[src/rtl/spi_slave_sync.sv]
// SPI slave oversampled in the system clock domain.
// SCLK, MOSI and SS are synchronised into clk, edges are detected on the
// synchronised copies, and all shifting happens on clk. Supports the four
// CPOL/CPHA modes, either bit order and back-to-back words within one frame.
module spi_slave_sync #(
  parameter int WIDTH       = 8,
  parameter int CPOL        = 0,
  parameter int CPHA        = 0,
  parameter int MSB_FIRST   = 1,
  parameter int SYNC_STAGES = 2
) (
  input  logic             clk,
  input  logic             rst,
  input  logic             SCLK,
  input  logic             MOSI,
  output logic             MISO,
  input  logic             SS,
  input  logic [WIDTH-1:0] tx_data,
  input  logic             tx_load,
  output logic             tx_ready,
  output logic [WIDTH-1:0] rx_data,
  output logic             rx_valid,
  output logic             busy,
  output logic             tx_underrun
);

  localparam int   CNT_W     = $clog2(WIDTH);
  localparam logic SCLK_IDLE = (CPOL != 0) ? 1'b1 : 1'b0;
  localparam logic PHASE1    = (CPHA != 0) ? 1'b1 : 1'b0;

  typedef enum logic {S_IDLE, S_ACTIVE} state_t;

  // Bit that is on the wire first for a given word.
  function automatic logic first_bit(input logic [WIDTH-1:0] v);
    return (MSB_FIRST != 0) ? v[WIDTH-1] : v[0];
  endfunction

  // Move the next TX bit into the output position.
  function automatic logic [WIDTH-1:0] advance(input logic [WIDTH-1:0] v);
    return (MSB_FIRST != 0) ? {v[WIDTH-2:0], 1'b0} : {1'b0, v[WIDTH-1:1]};
  endfunction

  // Insert a received bit so that the first bit ends up at the proper end.
  function automatic logic [WIDTH-1:0] shift_in(input logic [WIDTH-1:0] v,
                                                input logic b);
    return (MSB_FIRST != 0) ? {v[WIDTH-2:0], b} : {b, v[WIDTH-1:1]};
  endfunction

  // Synchronisers and edge-detect registers
  logic [SYNC_STAGES-1:0] sclk_sync_q, sclk_sync_d;
  logic [SYNC_STAGES-1:0] mosi_sync_q, mosi_sync_d;
  logic [SYNC_STAGES-1:0] ss_sync_q, ss_sync_d;
  logic                   sclk_prev_q, sclk_prev_d;
  logic                   ss_prev_q, ss_prev_d;

  // Control state
  state_t                 state_q, state_d;
  logic [CNT_W-1:0]       cnt_q, cnt_d;
  logic                   full_q, full_d;
  logic                   underrun_q, underrun_d;
  logic                   done_q, done_d;
  logic [WIDTH-1:0]       rx_data_q, rx_data_d;
  logic                   rx_valid_q, rx_valid_d;
  logic                   cur_q, cur_d;
  logic                   skip_q, skip_d;
  logic                   miso_q, miso_d;

  // Datapath (no reset needed: qualified by control state before use)
  logic [WIDTH-1:0]       tx_sh_q, tx_sh_d;
  logic [WIDTH-1:0]       rx_sh_q, rx_sh_d;
  logic [WIDTH-1:0]       buf_q, buf_d;

  // Decoded events
  logic sclk_s, mosi_s, ss_s;
  logic sclk_rise, sclk_fall, lead_edge, trail_edge;
  logic sample_edge, shift_edge, ss_fall;
  logic frame_start, in_word, do_sample, do_shift, word_done, word_start;
  logic accept;
  logic [WIDTH-1:0] load_word;

  assign sclk_s      = sclk_sync_q[SYNC_STAGES-1];
  assign mosi_s      = mosi_sync_q[SYNC_STAGES-1];
  assign ss_s        = ss_sync_q[SYNC_STAGES-1];
  assign sclk_rise   = sclk_s & ~sclk_prev_q;
  assign sclk_fall   = ~sclk_s & sclk_prev_q;
  assign lead_edge   = SCLK_IDLE ? sclk_fall : sclk_rise;
  assign trail_edge  = SCLK_IDLE ? sclk_rise : sclk_fall;
  assign sample_edge = PHASE1 ? trail_edge : lead_edge;
  assign shift_edge  = PHASE1 ? lead_edge : trail_edge;
  assign ss_fall     = ~ss_s & ss_prev_q;

  // FSM state register
  always_ff @(posedge clk) begin
    if (rst) state_q <= S_IDLE;
    else     state_q <= state_d;
  end

  // FSM next state: enter on synced SS falling edge, leave whenever SS is high
  always_comb begin
    state_d = state_q;
    case (state_q)
      S_IDLE:   if (ss_fall) state_d = S_ACTIVE;
      S_ACTIVE: if (ss_s)    state_d = S_IDLE;
      default:  state_d = S_IDLE;
    endcase
  end

  // FSM outputs: frame/word events qualified by state
  always_comb begin
    busy        = (state_q == S_ACTIVE);
    frame_start = (state_q == S_IDLE) & ss_fall;
    in_word     = (state_q == S_ACTIVE) & ~ss_s;
    do_sample   = in_word & sample_edge;
    do_shift    = in_word & shift_edge;
    word_done   = do_sample & (cnt_q == CNT_W'(WIDTH - 1));
    word_start  = frame_start | word_done;
  end

  assign accept    = tx_load & ~full_q;
  assign load_word = full_q ? buf_q : '0;

  // Next-state logic for synchronisers, counters, buffer and shift registers
  always_comb begin
    sclk_sync_d = {sclk_sync_q[SYNC_STAGES-2:0], SCLK};
    mosi_sync_d = {mosi_sync_q[SYNC_STAGES-2:0], MOSI};
    ss_sync_d   = {ss_sync_q[SYNC_STAGES-2:0], SS};
    sclk_prev_d = sclk_s;
    ss_prev_d   = ss_s;

    cnt_d      = cnt_q;
    rx_sh_d    = rx_sh_q;
    done_d     = word_done;
    rx_data_d  = done_q ? rx_sh_q : rx_data_q;
    rx_valid_d = done_q;
    full_d     = full_q;
    buf_d      = buf_q;
    underrun_d = underrun_q;
    tx_sh_d    = tx_sh_q;
    cur_d      = cur_q;
    skip_d     = skip_q;
    miso_d     = cur_q;

    // Bit counter and RX assembly; partial words die with the frame.
    if (!in_word) begin
      cnt_d = '0;
    end else if (do_sample) begin
      rx_sh_d = shift_in(rx_sh_q, mosi_s);
      cnt_d   = word_done ? '0 : cnt_q + CNT_W'(1);
    end

    // Holding buffer: a word start empties it before a same-cycle load fills
    // it, so a load into an empty buffer always lands for the next word.
    if (word_start) full_d = 1'b0;
    if (accept) begin
      full_d = 1'b1;
      buf_d  = tx_data;
    end

    // Underrun is sticky; a new underrun beats a clearing load.
    if (word_start && !full_q) underrun_d = 1'b1;
    else if (accept)           underrun_d = 1'b0;

    // TX shifter. skip_q marks the one shift edge that must not advance:
    // in mode CPHA=0 the trailing edge after a completed word, in CPHA=1 the
    // leading edge that puts the freshly loaded first bit on the line.
    if (!in_word && !frame_start) begin
      cur_d  = 1'b0;
      skip_d = 1'b0;
    end else if (word_start) begin
      tx_sh_d = load_word;
      skip_d  = PHASE1 | word_done;
      if (!PHASE1) cur_d = first_bit(load_word);
    end else if (do_shift) begin
      if (skip_q) begin
        skip_d = 1'b0;
        if (PHASE1) cur_d = first_bit(tx_sh_q);
      end else begin
        tx_sh_d = advance(tx_sh_q);
        cur_d   = first_bit(advance(tx_sh_q));
      end
    end
  end

  // Control registers with synchronous reset
  always_ff @(posedge clk) begin
    if (rst) begin
      sclk_sync_q <= {SYNC_STAGES{SCLK_IDLE}};
      mosi_sync_q <= '0;
      ss_sync_q   <= '0;
      sclk_prev_q <= SCLK_IDLE;
      ss_prev_q   <= 1'b0;
      cnt_q       <= '0;
      full_q      <= 1'b0;
      underrun_q  <= 1'b0;
      done_q      <= 1'b0;
      rx_data_q   <= '0;
      rx_valid_q  <= 1'b0;
      cur_q       <= 1'b0;
      skip_q      <= 1'b0;
      miso_q      <= 1'b0;
    end else begin
      sclk_sync_q <= sclk_sync_d;
      mosi_sync_q <= mosi_sync_d;
      ss_sync_q   <= ss_sync_d;
      sclk_prev_q <= sclk_prev_d;
      ss_prev_q   <= ss_prev_d;
      cnt_q       <= cnt_d;
      full_q      <= full_d;
      underrun_q  <= underrun_d;
      done_q      <= done_d;
      rx_data_q   <= rx_data_d;
      rx_valid_q  <= rx_valid_d;
      cur_q       <= cur_d;
      skip_q      <= skip_d;
      miso_q      <= miso_d;
    end
  end

  // Data registers
  always_ff @(posedge clk) begin
    tx_sh_q <= tx_sh_d;
    rx_sh_q <= rx_sh_d;
    buf_q   <= buf_d;
  end

  assign MISO        = miso_q;
  assign tx_ready    = ~full_q;
  assign rx_data     = rx_data_q;
  assign rx_valid    = rx_valid_q;
  assign tx_underrun = underrun_q;

endmodule

[config.mk]
export PLATFORM = sky130hd
export DESIGN_NAME = spi_slave_sync
export DESIGN_NICKNAME = d
export VERILOG_FILES = /design/src/rtl/spi_slave_sync.sv
export SDC_FILE = /design/constraint.sdc
export NUM_CORES = 1
export LEC_CHECK = 0
export ABC_CLOCK_PERIOD_IN_PS = 2500
export BUFFER_PORTS_ARGS = -buffer_cell sky130_fd_sc_hd__buf_2
export CAP_MARGIN = 0
export CORE_ASPECT_RATIO = 1.75
export CORE_MARGIN = 1
export CORE_UTILIZATION = 52
export DETAILED_ROUTE_END_ITERATION = 8
export GPL_ROUTABILITY_DRIVEN = 0
export HOLD_SLACK_MARGIN = 0.1
export PLACE_DENSITY = 0.74
export SYNTH_ARGS = -nofsm -noshare
export SYNTH_HDL_FRONTEND = slang
export SYNTH_SLANG_ARGS = --single-unit
[constraint.sdc]
create_clock -name clk -period 2.5 [get_ports clk]
set_clock_uncertainty 0.2 [all_clocks]
set_input_delay 0 -clock clk [delete_from_list [all_inputs] [get_ports clk]]
set_output_delay 0 -clock clk [all_outputs]
set_load 0.05 [all_outputs]
# [Yosys cells after proc, flatten, opt, wreduce, memory -nomap -nowiden]
# Index checks and enable logic that the tools add are counted.
[word_totals] ff_bits=50 input_bits=14 output_inout_bits=13 word_cells=68
[classes] n_addsub=1 eq_ne=2 mux=17 bitwise_logic=17 n_reduce_logical=13
[op_table] op="7-bit two-way mux" n=3
[op_table] op="1-bit two-way mux" n=11
[op_table] op="1-bit AND" n=9
[op_table] op="8-bit two-way mux" n=1
[op_table] op="1-bit NOT" n=7
[op_table] op="2-bit nonzero test" n=3
[op_table] op="2-bit AND reduction" n=2
[op_table] op="2-bit OR reduction" n=2
[op_table] op="3-bit by 1-bit adder with 3-bit output (second input constant)" n=1
[op_table] op="3-bit == test (second input constant)" n=1
[op_table] op="1-bit logical NOT" n=3
[op_table] op="3-bit two-way mux" n=1
[op_table] op="3-bit AND reduction" n=1
[op_table] op="1-bit logical AND" n=2
[op_table] op="2-bit by 1-bit != test with 1-bit output (second input constant)" n=1
[op_table] op="1-bit case mux with 2 select lines" n=1
[op_table] op="1-bit bitwise OR" n=1

# [Longest topological paths before layout]
# Gate-level depths: netlist of run 1.
[logic_depth] word_depth=7 depth_mapped=7 mapped_depth_nobuf=6

# [Worst setup path before layout of run 1]
# Ideal clock, no wire load.
[synth_timing] path_type="register -> register" start="register cnt_q[0]" end="register tx_sh_q[0] (enable)" setup_ps=278 t_arrival_ps=1433 t_required_ps=2022 path_slack_ps=588 path_stages_with_launch=6 path_buffers=0 period_less_slack_ps=1912 path_cell_list="dfxtp_1 ha_1 ha_1 and4b_1 o21ba_4 or2_1"
[synth_via] elab_chain_len=5 word_cells_on_any_way=6 cone_classes="2 x eq/ne; 2 x bitwise; 2 x reduce/logical"
[synth_lines] element="from (decl)" line_no="58" source="logic [CNT_W-1:0] cnt_q, cnt_d;"
[synth_lines] element="from (signal assigned)" line_no="207" source="cnt_q <= cnt_d;"
[synth_lines] element="3-bit == test (*)" line_no="115" source="word_done = do_sample & (cnt_q == CNT_W'(WIDTH - 1));"
[synth_lines] element="1-bit AND (*)" line_no="115"
[synth_lines] element="1-bit bitwise OR (*)" line_no="116" source="word_start = frame_start | word_done;"
[synth_lines] element="2-bit by 1-bit != test with 1-bit output (no source line) / 2-bit nonzero test (equally long branches)"
[synth_lines] element="3-bit AND reduction (no source line) (*)"
[synth_lines] element="to (signal assigned)" line_no="221" source="tx_sh_q <= tx_sh_d;"
[synth_lines] element="to (decl)" line_no="69" source="logic [WIDTH-1:0] tx_sh_q, tx_sh_d;"
# Mark *: on every way between the ends. The rest lies on a longest branch, timed or not.
# A chain may end at the register's enable or synchronous reset.

# [Worst setup path after layout of run 1]
[layout_timing] start="register cnt_q[0]" end="register full_q"
[layout_via] elab_chain_len=4
[layout_lines] element="3-bit == test" line_no="115"
[layout_lines] element="1-bit AND" line_no="115"
[layout_lines] element="1-bit bitwise OR" line_no="116"
[layout_lines] element="2-bit nonzero test (no source line)"
[layout_lines] element="to (signal assigned)" line_no="208" source="full_q <= full_d;"
[layout_lines] element="to (decl)" line_no="59" source="logic full_q, full_d;"
# Every way passes these cells.

==> results.md, run 1 <==
- The number of maximum-capacitance constraint violations is 0.
- The total inserted antenna cells is 0.
- The maximum ir drop on the vdd rail is 533.2 uV.
- The via count of the first global-routing pass is 1063.
- In the global route stage, overall resource usage came out at 0.1655.
- Summed over all layers, the routed wires come to 2.683 mm.
- The cell type contributing the most total cell area after synthesis is sky130_fd_sc_hd__edfxtp_1.
- After routing, the total negative slack on setup checks comes to 0 ns.
- The kind of start point of the critical path is a register.
- The power per cell area is 625.4 nW/um^2.
- The number of standard cells after synthesis is 139.
- Summed over all nets, wire length on met3 after detailed routing comes to 112 um.
- The mean instance size in the synthesized netlist is 12.84 um^2.
- Setup repair after global routing left no endpoint under its margin.
- The async set-or-reset flop fraction in the synthesized netlist is 0.
- Buffers placed on the I/O ports in this run total 26.
- Counting every net in the synthesized netlist gives 155.
- The pin count of the biggest net entering global routing is 24.
- The critical path capture point type is a register.
- Gates resized during post-CTS repair numbered 0.
- The area growth from synthesis to layout is 22.72%.
- The relative slew slack is 0.5157.
- The detail route stage leaves a number of antenna-violating nets equal to 0.
- After the last flow step, the layout net total stands at 200.
- The total die area is 3679 um^2.
- Measured along the y axis, the die boundary spans 79.49 um.
- The overall die width is 46.28 um.
- The number of sinks on the clock net is 50.
- The share of final-layout standard cells stronger than drive strength 1 is 0.2000.
- For this block, wires on met1 add up to 1.043 mm.
- By area the synthesized netlist is led by sky130_fd_sc_hd__edfxtp_1 39%, sky130_fd_sc_hd__dfxtp_1 30%, sky130_fd_sc_hd__mux2i_1 5.0%, sky130_fd_sc_hd__nor2b_1 4.9%, sky130_fd_sc_hd__nor2_1 3.2%.
- The library cell used as clock root buffer is sky130_fd_sc_hd__clkbuf_8.
- Data arrives at the worst endpoint at 2.26 ns.
- The number of top-level design ports is 27.
- The clock-pin slew of the registers on the worst-case setup and hold paths is 0.08 ns.
- TritonCTS built the clock tree.
- The DRC violation total after the first TritonRoute iteration is 28.
- In this run, synthesis inferred 23 flip-flops with an integrated enable.
- Wire segments on met2 add up to 1.472 mm in the final route.
- The DRC violation count after routing is 0.
- The completed layout was analyzed and its total power is 0.001369 W.
- The path category of the worst min-delay check is primary input to register.
- The final max-slew violation count was 0.
- By instance count, the leading cell after synthesis is sky130_fd_sc_hd__dfxtp_1.
- Setup violations remaining at the end of the flow were counted as 0.
- For this run the aggregate overflow at the end of global routing stands at 0.
- The analysis attributes to cell leakage a power of 0.8591 nW.
- The initial antenna violation count is 0.
- The upper clock frequency limit is 0.4518 GHz.
- The clock period minus worst slack is 2.214 ns.
- Yosys printed 0 warnings.
- The count of state elements after synthesis is 50.
- The kind of critical path is register to register.
- The most instantiated flip-flop cell in the synthesis netlist is sky130_fd_sc_hd__dfxtp_1.
- The final HPWL from detailed placement is 1.835 mm.
- Along the worst path, the maximum fanout reaches 5.
- The global-route wire length before repair is 4.264 mm.
- In the finished design, the share of the clock period the worst path needs comes to 0.8854.
- The critical path data required time is 2.54 ns.
- Ranked by instance count, the synthesized netlist is headed by 27 x sky130_fd_sc_hd__dfxtp_1, 23 x sky130_fd_sc_hd__edfxtp_1, 15 x sky130_fd_sc_hd__nor2_1, 14 x sky130_fd_sc_hd__nand2_1, 14 x sky130_fd_sc_hd__nor2b_1.
- At the pin with the least slew margin, the transition time is 0.7232 ns.
- Detailed routing inserted a total of 1126 vias.
- The routed wirelength normalized by instance count is 11.77 um.
- The core box area is 3209 um^2.
- The via count normalized by instance count is 4.939.
- Of the post-synthesis cell area, the dominant cell type holds 0.3871.
- Counting along the longest clock path gives a buffer depth of 2.
- The total number of H-tree levels is 2.
- For this configuration, the core starts out at a cell density of 0.5559.
- The first TritonRoute pass finished after 4 iterations.
- The run finished with clean final reports.
- At the later pin of the worst-skew pair, clock insertion delay measures 0.30 ns.
- The placed instances occupy a cell area of 1939 um^2.
- The number of endpoints with negative hold slack in the final report is 0.
- The share of the Yosys chip area taken by registers is 0.6900.
- In this run the cell area of the synthesized design comes to 1784 um^2.
- The netlist uses 27 different library cells.
- The number of clock buffers added by TritonCTS is 5.
- Summing all non-filler instances in the final layout gives an area of 2190 um^2.
- Routed signal wires occupy layers up through met4.
- The floorplan has 27 rows.
final cells by class:
| class | count | area, um^2 |
|---|---|---|
| well taps | 43 | 53.80 |
| repair buffers | 43 | 300.3 |
| fillers | 252 | 1020 |
| multi-input cells | 82 | 516.7 |
| inverters | 2 | 7.507 |
| clock inverters | 3 | 11.26 |
| clock buffers | 5 | 68.82 |
| flip-flops and latches | 50 | 1231 |
state kept, by name, indices dropped and copies added (netlist names):
signal,flops
rx_valid,1
skip_q,1
MISO,1
done_q,1
buf_q,8
cur_q,1
sclk_prev_q,1
full_q,1
cnt_q,3
sclk_sync_q,2
rx_sh_q,8
ss_sync_q,2
busy,1
rx_data,8
mosi_sync_q,2
tx_underrun,1
ss_prev_q,1
tx_sh_q,7
what timing repair did:
action | CTS | global route
hold buffers | 17 | 0
endpoints found under the hold margin | 38 | 0
buffers inserted | 0 | 0
path summary, 6_finish.rpt:
kind                  start          to  slack [ns]  cells after the start
max                cnt_q[0]      full_q        0.29                      6
min              tx_data[1]    buf_q[1]        0.22                      2
max reg2reg        cnt_q[0]      full_q        0.29                      6
min reg2reg  mosi_sync_q[1]  rx_sh_q[0]        0.23                      0
per-layer routing:
metal	global-route usage	vias to the layer above
li1	-	566
met3	0.05430	6
met5	0	-
met4	0.07353	0
met1	0.1535	523
met2	0.3028	31
stage by stage:
| stage | setup WS [ns] | util | std cells | hold WS [ns] |
|---|---|---|---|---|
| finish | 0.2864 | 0.6823 | 228 | 0.2174 |
| global route | 0.2259 | 0.6823 | 228 | 0.2049 |
| CTS | 0.2672 | 0.6823 | 228 | 0.2045 |
| detailed placement | 0.4854 | 0.6043 | 203 | -0.02171 |
| global placement | 0.5285 | 0.6043 | 203 | -0.02331 |
| floorplan | 0.5884 | - | 139 | -0.1284 |
cells in the final DEF (no fill, tap or decap), types with 2 or more instances in the layout:
cell type,n
sky130_fd_sc_hd__ha_1,2
sky130_fd_sc_hd__inv_1,2
sky130_fd_sc_hd__clkinv_1,3
sky130_fd_sc_hd__nand2_1,14
sky130_fd_sc_hd__dfxtp_1,27
sky130_fd_sc_hd__a21oi_1,4
sky130_fd_sc_hd__clkbuf_8,5
sky130_fd_sc_hd__dlygate4sd3_1,17
sky130_fd_sc_hd__mux2i_1,9
sky130_fd_sc_hd__buf_2,26
sky130_fd_sc_hd__o21ai_1,8
sky130_fd_sc_hd__nor3_1,2
sky130_fd_sc_hd__nand3b_1,2
sky130_fd_sc_hd__nor2b_1,14
sky130_fd_sc_hd__edfxtp_1,23
sky130_fd_sc_hd__nor2_1,15
power by group:
| part | leakage (nW) | internal [W] | switching (W) | total [W] |
|---|---|---|---|---|
| registers | 0.433 | 0.000870 | 0.00000998 | 0.000880 |
| logic | 0.386 | 0.0000374 | 0.0000338 | 0.0000712 |
| clock network | 0.0407 | 0.000187 | 0.000232 | 0.000418 |
worst max-delay path, cell delays in order (launching register included):
cell                            delay (ns)
sky130_fd_sc_hd__dfxtp_1              0.33
sky130_fd_sc_hd__ha_1                 0.20
sky130_fd_sc_hd__ha_1                 0.22
sky130_fd_sc_hd__and4b_1              0.23
sky130_fd_sc_hd__o21ba_4              0.22
sky130_fd_sc_hd__a211oi_2             0.20
sky130_fd_sc_hd__dlygate4sd3_1        0.56
cell families after synthesis:
logic type,Yosys count,synth area share
adders and majority gates,2,0.01402
DFF,50,0.6900
AOI/OAI and AO/OA,16,0.06311
muxes,9,0.05049
and+or+nand+nor,55,0.1620
buffers and inverters,7,0.02034
(Power assumes the default switching activity.)
==> inputs of run 2 (changes only) <==
--- a/config.mk
+++ b/config.mk
@@ -8,7 +8,6 @@
 export ABC_CLOCK_PERIOD_IN_PS = 2500
 export BUFFER_PORTS_ARGS = -buffer_cell sky130_fd_sc_hd__buf_2
 export CAP_MARGIN = 0
-export CORE_ASPECT_RATIO = 1.75
 export CORE_MARGIN = 1
 export CORE_UTILIZATION = 52
 export DETAILED_ROUTE_END_ITERATION = 8
==> results.md, run 2 (synthesis gave the netlist of run 1 again) <==
- The critical path data required time is 2.60 ns.
- The worst setup path is of the register to register kind.
- The number of antenna diodes in the final layout is 0.
- The core box area is 3153 um^2.
- The commonest non-fill, non-tap cell in the layout is sky130_fd_sc_hd__dfxtp_1.
- The smallest clock period supported by the final layout is computed as 2.257 ns.
- The H-tree generated during clock tree synthesis spans 2 levels.
- The via count of the first global-routing pass is 1103.
- The number of cells on the worst reg-to-reg path is 6.
- The floorplan step defined a die boundary enclosing 3669 um^2.
- The share of final-layout standard cells stronger than drive strength 1 is 0.2054.
- Max-cap violations in this run came to 0.
- The number of iterations in the first detailed-routing pass is 4.
- Setup violations remaining at the end of the flow were counted as 0.
- Measured along the y axis, the die boundary spans 60.58 um.
- In the layout the commonest cells are 27 x sky130_fd_sc_hd__dfxtp_1, 26 x sky130_fd_sc_hd__buf_2, 23 x sky130_fd_sc_hd__edfxtp_1.
- In the routed layout, each cell is associated on average with a via count of 4.948.
- The kind of start point of the critical path is a register.
- The pre-CTS worst setup slack is 0.4654 ns.
- The run finished with clean final reports.
- The total routing resource utilization after global routing is 0.1829.
- The clock passes through at most 2 buffers.
- The worst register-to-register path begins at cnt_q[0].
- The first global-routing pass estimated 4.650 mm of wire.
- In this run, the number of DRC markers left after iteration 0 of detailed routing was 34.
- The slew at the pin closest to its max-slew limit is 0.7168 ns.
- The worst pin sits at a relative slew slack of 0.5212.
- The DRC violation count after routing is 0.
- The initial antenna violation count is 0.
- Dividing total power by cell area gives a power density of 595.9 nW/um^2.
- The capture instance of the worst register-to-register path is full_q.
- At the later pin of the worst-skew pair, clock insertion delay measures 0.35 ns.
- The worst path meets setup with 0.2427 ns of slack.
- Setup repair after global routing left no endpoint under its margin.
- TritonCTS created 5 clock buffers.
- The area growth from synthesis to layout is 21.11%.
- In this run the worst path has a maximum fanout of 5.
- In this run the most critical hold path is launched from tx_data[4].
- The detail route stage leaves a number of antenna-violating nets equal to 0.
- The path class of the tightest hold or removal check is primary input to register.
- The filler cell count in the final layout is 250.
- The number of endpoints with negative hold slack in the final report is 0.
- The final HPWL from detailed placement is 1.807 mm.
- After routing, the total negative slack on setup checks comes to 0 ns.
- The number of sinks on the clock net is 50.
- The final max-slew violation count is 0.
- The CTS tree is yes.
- The count of buffers added on input and output ports is 26.
- The worst hold path passes through 2 cells.
- After floorplanning, the core was divided into 20 placement rows.
- The pin count of the biggest net entering global routing is 24.
- The static power due to leakage is 0.8481 nW.
- The final critical-path share of the clock period is 0.9029.
- Global routing finished with a remaining overflow of 0.
- The via total after detailed routing is 1133.
- The routed wirelength normalized by instance count is 12.30 um.
- Across all register-to-register paths, the minimum setup slack is 0.24 ns.
- The maximum ir drop on the vdd rail is 421.3 uV.
- After clock tree synthesis, the clock-pin slew on the worst setup and hold paths is 0.12 ns.
- Wires add up to 2.816 mm.
- Timing would allow up to 0.4430 GHz.
- Data arrives at the worst endpoint at 2.36 ns.
- The number of top-level design ports is 27.
- At the end of the flow, the number of nets in the layout was 200.
- The initial cell density of the core is 0.5659.
- The path with the worst hold slack has its endpoint at buf_q[4].
- The critical path capture point type is a register.
- The floorplan step set the die width to 60.58 um.
- The number of gates resized after CTS was 0.
- The root buffer cell chosen for the clock tree is sky130_fd_sc_hd__clkbuf_4.
## run 2: cell count changes in the layout (fill, tap and decap cells not counted), sizes merged
cell,delta
clkbuf,+1
clkinv,-1
## run 2: through the flow
| stage | hold slack, ns | util | total power [W] | area [um^2] | std cells |
|---|---|---|---|---|---|
| after global routing | 0.1315 | 0.6853 | 0.001347 | 2161 | 229 |
| after global placement | -0.02361 | 0.6155 | 0.0009478 | 1941 | 204 |
| final | 0.1538 | 0.6853 | 0.001288 | 2161 | 229 |
| after CTS | 0.1408 | 0.6853 | 0.001293 | 2161 | 229 |
| after floorplan | -0.1284 | - | 0.0009320 | 1784 | 139 |
| after detailed placement | -0.02000 | 0.6155 | 0.0009504 | 1941 | 204 |
## run 2: metal layers
layer  part of all wire  track usage
met2               0.51       0.3155
met4              0.025      0.09416
met3              0.054      0.06610
met5                  0            0
met1               0.41       0.1977
## run 2: how the worst max path moves through the flow
| stage | startpoint | endpoint | slack, ns | depth (start not counted) |
|---|---|---|---|---|
| floorplan | cnt_q[0] | tx_sh_q[0] | 0.59 | 5 |
| global placement | cnt_q[0] | tx_sh_q[4] | 0.54 | 5 |
| detailed placement | cnt_q[0] | tx_sh_q[2] | 0.47 | 5 |
| CTS | cnt_q[0] | full_q | 0.26 | 6 |
| global route | cnt_q[0] | full_q | 0.14 | 6 |
| finish | cnt_q[0] | full_q | 0.24 | 6 |
## run 2: cell type report
cell class / instances / area [um^2] / area share
inverters: 2 / 7.507 / 0.003474
multi-input cells: 82 / 516.7 / 0.2391
well taps: 44 / 55.05 / 0.02548
repair buffers: 43 / 300.3 / 0.1390
clock inverters: 2 / 8.758 / 0.004053
flip-flops and latches: 50 / 1231 / 0.5698
clock buffers: 6 / 41.29 / 0.01911
## run 2: power breakdown
part           switching, W  total [W]  internal (W)
Combinational     0.0000350  0.0000724     0.0000374
Sequential        0.0000108   0.000881      0.000870
Clock              0.000228   0.000334      0.000106
Total              0.000274    0.00129       0.00101
## run 2: critical path: stages (launching register included)
cell and delay, ns:
sky130_fd_sc_hd__dfxtp_1 0.34, sky130_fd_sc_hd__ha_1 0.20, sky130_fd_sc_hd__ha_1 0.22, sky130_fd_sc_hd__and4b_1 0.23, sky130_fd_sc_hd__o21ba_4 0.22, sky130_fd_sc_hd__a211oi_2 0.22
sky130_fd_sc_hd__dlygate4sd3_1 0.57
## run 2: repair_timing
| action | in CTS | in global routing |
|---|---|---|
| hold endpoints to repair | 42 | 0 |
| hold buffers | 17 | 0 |
| buffers inserted | 0 | 0 |
| setup endpoints to repair | 0 | 0 |
==> inputs of run 3 (changes only) <==
--- a/config.mk
+++ b/config.mk
@@ -14,6 +14,7 @@
 export GPL_ROUTABILITY_DRIVEN = 0
 export HOLD_SLACK_MARGIN = 0.1
 export PLACE_DENSITY = 0.74
+export SETUP_SLACK_MARGIN = 0.5
 export SYNTH_ARGS = -nofsm -noshare
 export SYNTH_HDL_FRONTEND = slang
 export SYNTH_SLANG_ARGS = --single-unit
==> results.md, run 3 (synthesis gave the netlist of run 1 again) <==
- The global-route wire length before repair is 4.436 mm.
- TritonCTS built the clock tree.
- Leaving out fill and tap cells, the most frequent cells in the layout are 26 x sky130_fd_sc_hd__dfxtp_1, 26 x sky130_fd_sc_hd__buf_2, 23 x sky130_fd_sc_hd__edfxtp_1.
- For the pin with the worst max-slew slack, the measured transition is 0.7066 ns.
- The filler cell count in the final layout is 250.
- Summing all multi-input logic gate instances after layout gives 530.5 um^2.
- For this design the ratio of total power to cell area is 591.5 nW/um^2.
- The worst pin sits at a relative slew slack of 0.5279.
- Post-CTS timing repair inserted 0 buffers for setup.
- After clock tree synthesis, the clock-pin slew on the worst setup and hold paths is 0.12 ns.
- The total routing resource utilization after global routing is 0.1740.
- In this run the register-to-register setup slack is 0.58 ns.
- The number of endpoints with negative hold slack in the final report is 0.
- The initial antenna violation count is 0.
- Dividing the final minimum period by the clock period gives 0.7691.
- The footprint of the flip-flops and latches is 1232 um^2.
- The total number of H-tree levels is 2.
- The floorplan has 20 rows.
- The number of sinks on the clock net is 50.
- The accumulated negative setup slack is 0 ns.
- The wire length reported by the detailed router is 2.667 mm.
- Measured along the x axis, the die boundary spans 60.58 um.
- Setup repair after global routing left no endpoint under its margin.
- The path category of the worst min-delay check is primary input to register.
- The net count reported at finish is 199.
- The total inserted antenna cells is 0.
- For this run, the top clock speed supported by timing is 0.5201 GHz.
- The maximum ir drop on the vdd rail is 425.4 uV.
- The kind of critical path is register to register.
- The via total after detailed routing is 1087.
- The floorplan step defined a core boundary enclosing 3153 um^2.
- The DRC violation total after the first TritonRoute iteration is 41.
- The final antenna-violating net count is 0.
- For this design the static power due to leakage is 0.8414 nW.
- The share of final-layout standard cells stronger than drive strength 1 is 0.2283.
- The final HPWL from detailed placement is 1.807 mm.
- The worst hold margin is 0.1498 ns.
- The number of buffers added on ports is 26.
- The first detailed-routing pass took 4 iterations.
- The via count of the first global-routing pass came to 1066.
- The number of maximum-capacitance constraint violations is 0.
- The die is 60.58 um tall.
- The critical path capture point type is a register.
- The number of top-level design ports is 27.
- The clock passes through at most 2 buffers.
- STA classifies the critical path startpoint as a register.
- The final max-slew violation count was 0.
- The pin count of the biggest net entering global routing is 24.
- The data arrival time of the critical path is 1.84 ns.
- In this run, CTS created clock tree buffers numbering 5.
- The total congestion overflow after global routing is 0.
- The critical path data required time is 2.42 ns.
- Clock latency on the worst-skew pair, taken at its later pin, is 0.35 ns.
- The via count normalized by instance count is 4.768.
- The die covers 3669 um^2.
- The run finished with clean final reports.
- The instance area at placement is 1941 um^2.
- After detailed routing, the number of remaining DRC violations is 0.
- The finished layout cell area is 2166 um^2.
- Of all nets on the critical path, the largest fanout is 7.
- CTS placed an instance of sky130_fd_sc_hd__clkbuf_4 at the clock tree root.
- The initial cell density of the core is 0.5659.
- The clock period minus worst slack is 1.923 ns.
- The routed wirelength normalized by instance count is 11.70 um.
- The number of setup violations in the final report is 0.
- The area growth from synthesis to layout is 21.39%.
==> run 3: cell types whose count changed in the layout (fill, tap and decap cells not counted) <==
| cell | previous run | this run |
|---|---|---|
| sky130_fd_sc_hd__and4b_1 | 1 | 0 |
| sky130_fd_sc_hd__and4b_2 | 0 | 1 |
| sky130_fd_sc_hd__dfxtp_1 | 27 | 26 |
| sky130_fd_sc_hd__dfxtp_2 | 0 | 1 |
| sky130_fd_sc_hd__dlygate4sd3_1 | 17 | 16 |
| sky130_fd_sc_hd__ha_1 | 2 | 1 |
| sky130_fd_sc_hd__ha_2 | 0 | 1 |
| sky130_fd_sc_hd__o21bai_2 | 1 | 0 |
| sky130_fd_sc_hd__o21bai_4 | 0 | 1 |
| sky130_fd_sc_hd__or2_1 | 1 | 0 |
| sky130_fd_sc_hd__or2_4 | 0 | 1 |
==> run 3: path summary, 6_finish.rpt <==
path                  startpoint         end  cells past startpoint
setup / recovery        cnt_q[0]  tx_sh_q[0]                      5
hold / removal        tx_data[2]    buf_q[2]                      2
setup reg to reg        cnt_q[0]  tx_sh_q[0]                      5
hold reg to reg   mosi_sync_q[1]  rx_sh_q[0]                      0
==> run 3: routing by layer <==
layer | track usage | part of all wire
met4 | 0.07792 | 0.017
met2 | 0.3030 | 0.50
met5 | 0 | 0
met1 | 0.1896 | 0.44
met3 | 0.06397 | 0.045
==> run 3: repair_timing <==
item,in CTS,in global routing
hold endpoints to repair,42,0
hold buffers,16,0
gates resized for setup,1,4
pin swaps,0,1
setup endpoints to repair,7,14
==> run 3: stage by stage <==
stage	worst slack (ns)	total power (W)	util	instances
after floorplan	0.5884	0.0009320	-	139
after global placement	0.5396	0.0009478	0.6155	204
after detailed placement	0.4654	0.0009504	0.6155	204
after CTS	0.5200	0.001292	0.6829	228
after global routing	0.5143	0.001340	0.6869	228
final	0.5774	0.001281	0.6869	228
==> run 3: area by class of cell <==
type / instances / area share
inverter: 2 / 0.003466
timing repair buffer: 42 / 0.1340
multi-input combinational: 82 / 0.2449
clock inverter: 2 / 0.004044
clock buffer: 6 / 0.01906
tap: 44 / 0.02542
sequential: 50 / 0.5690
==> run 3: report_power, final <==
part           internal, W  leakage [nW]  total (W)  switching (W)
combinational    0.0000368         0.379  0.0000706      0.0000338
sequential        0.000870         0.433   0.000881      0.0000104
clock             0.000106        0.0297   0.000330       0.000224
==> run 3: worst max-delay path: stages, from the launching register on <==
cell and delay [ns]:
sky130_fd_sc_hd__dfxtp_2 0.35, sky130_fd_sc_hd__ha_1 0.20, sky130_fd_sc_hd__ha_2 0.19, sky130_fd_sc_hd__and4b_2 0.25, sky130_fd_sc_hd__o21ba_4 0.22, sky130_fd_sc_hd__or2_4 0.27
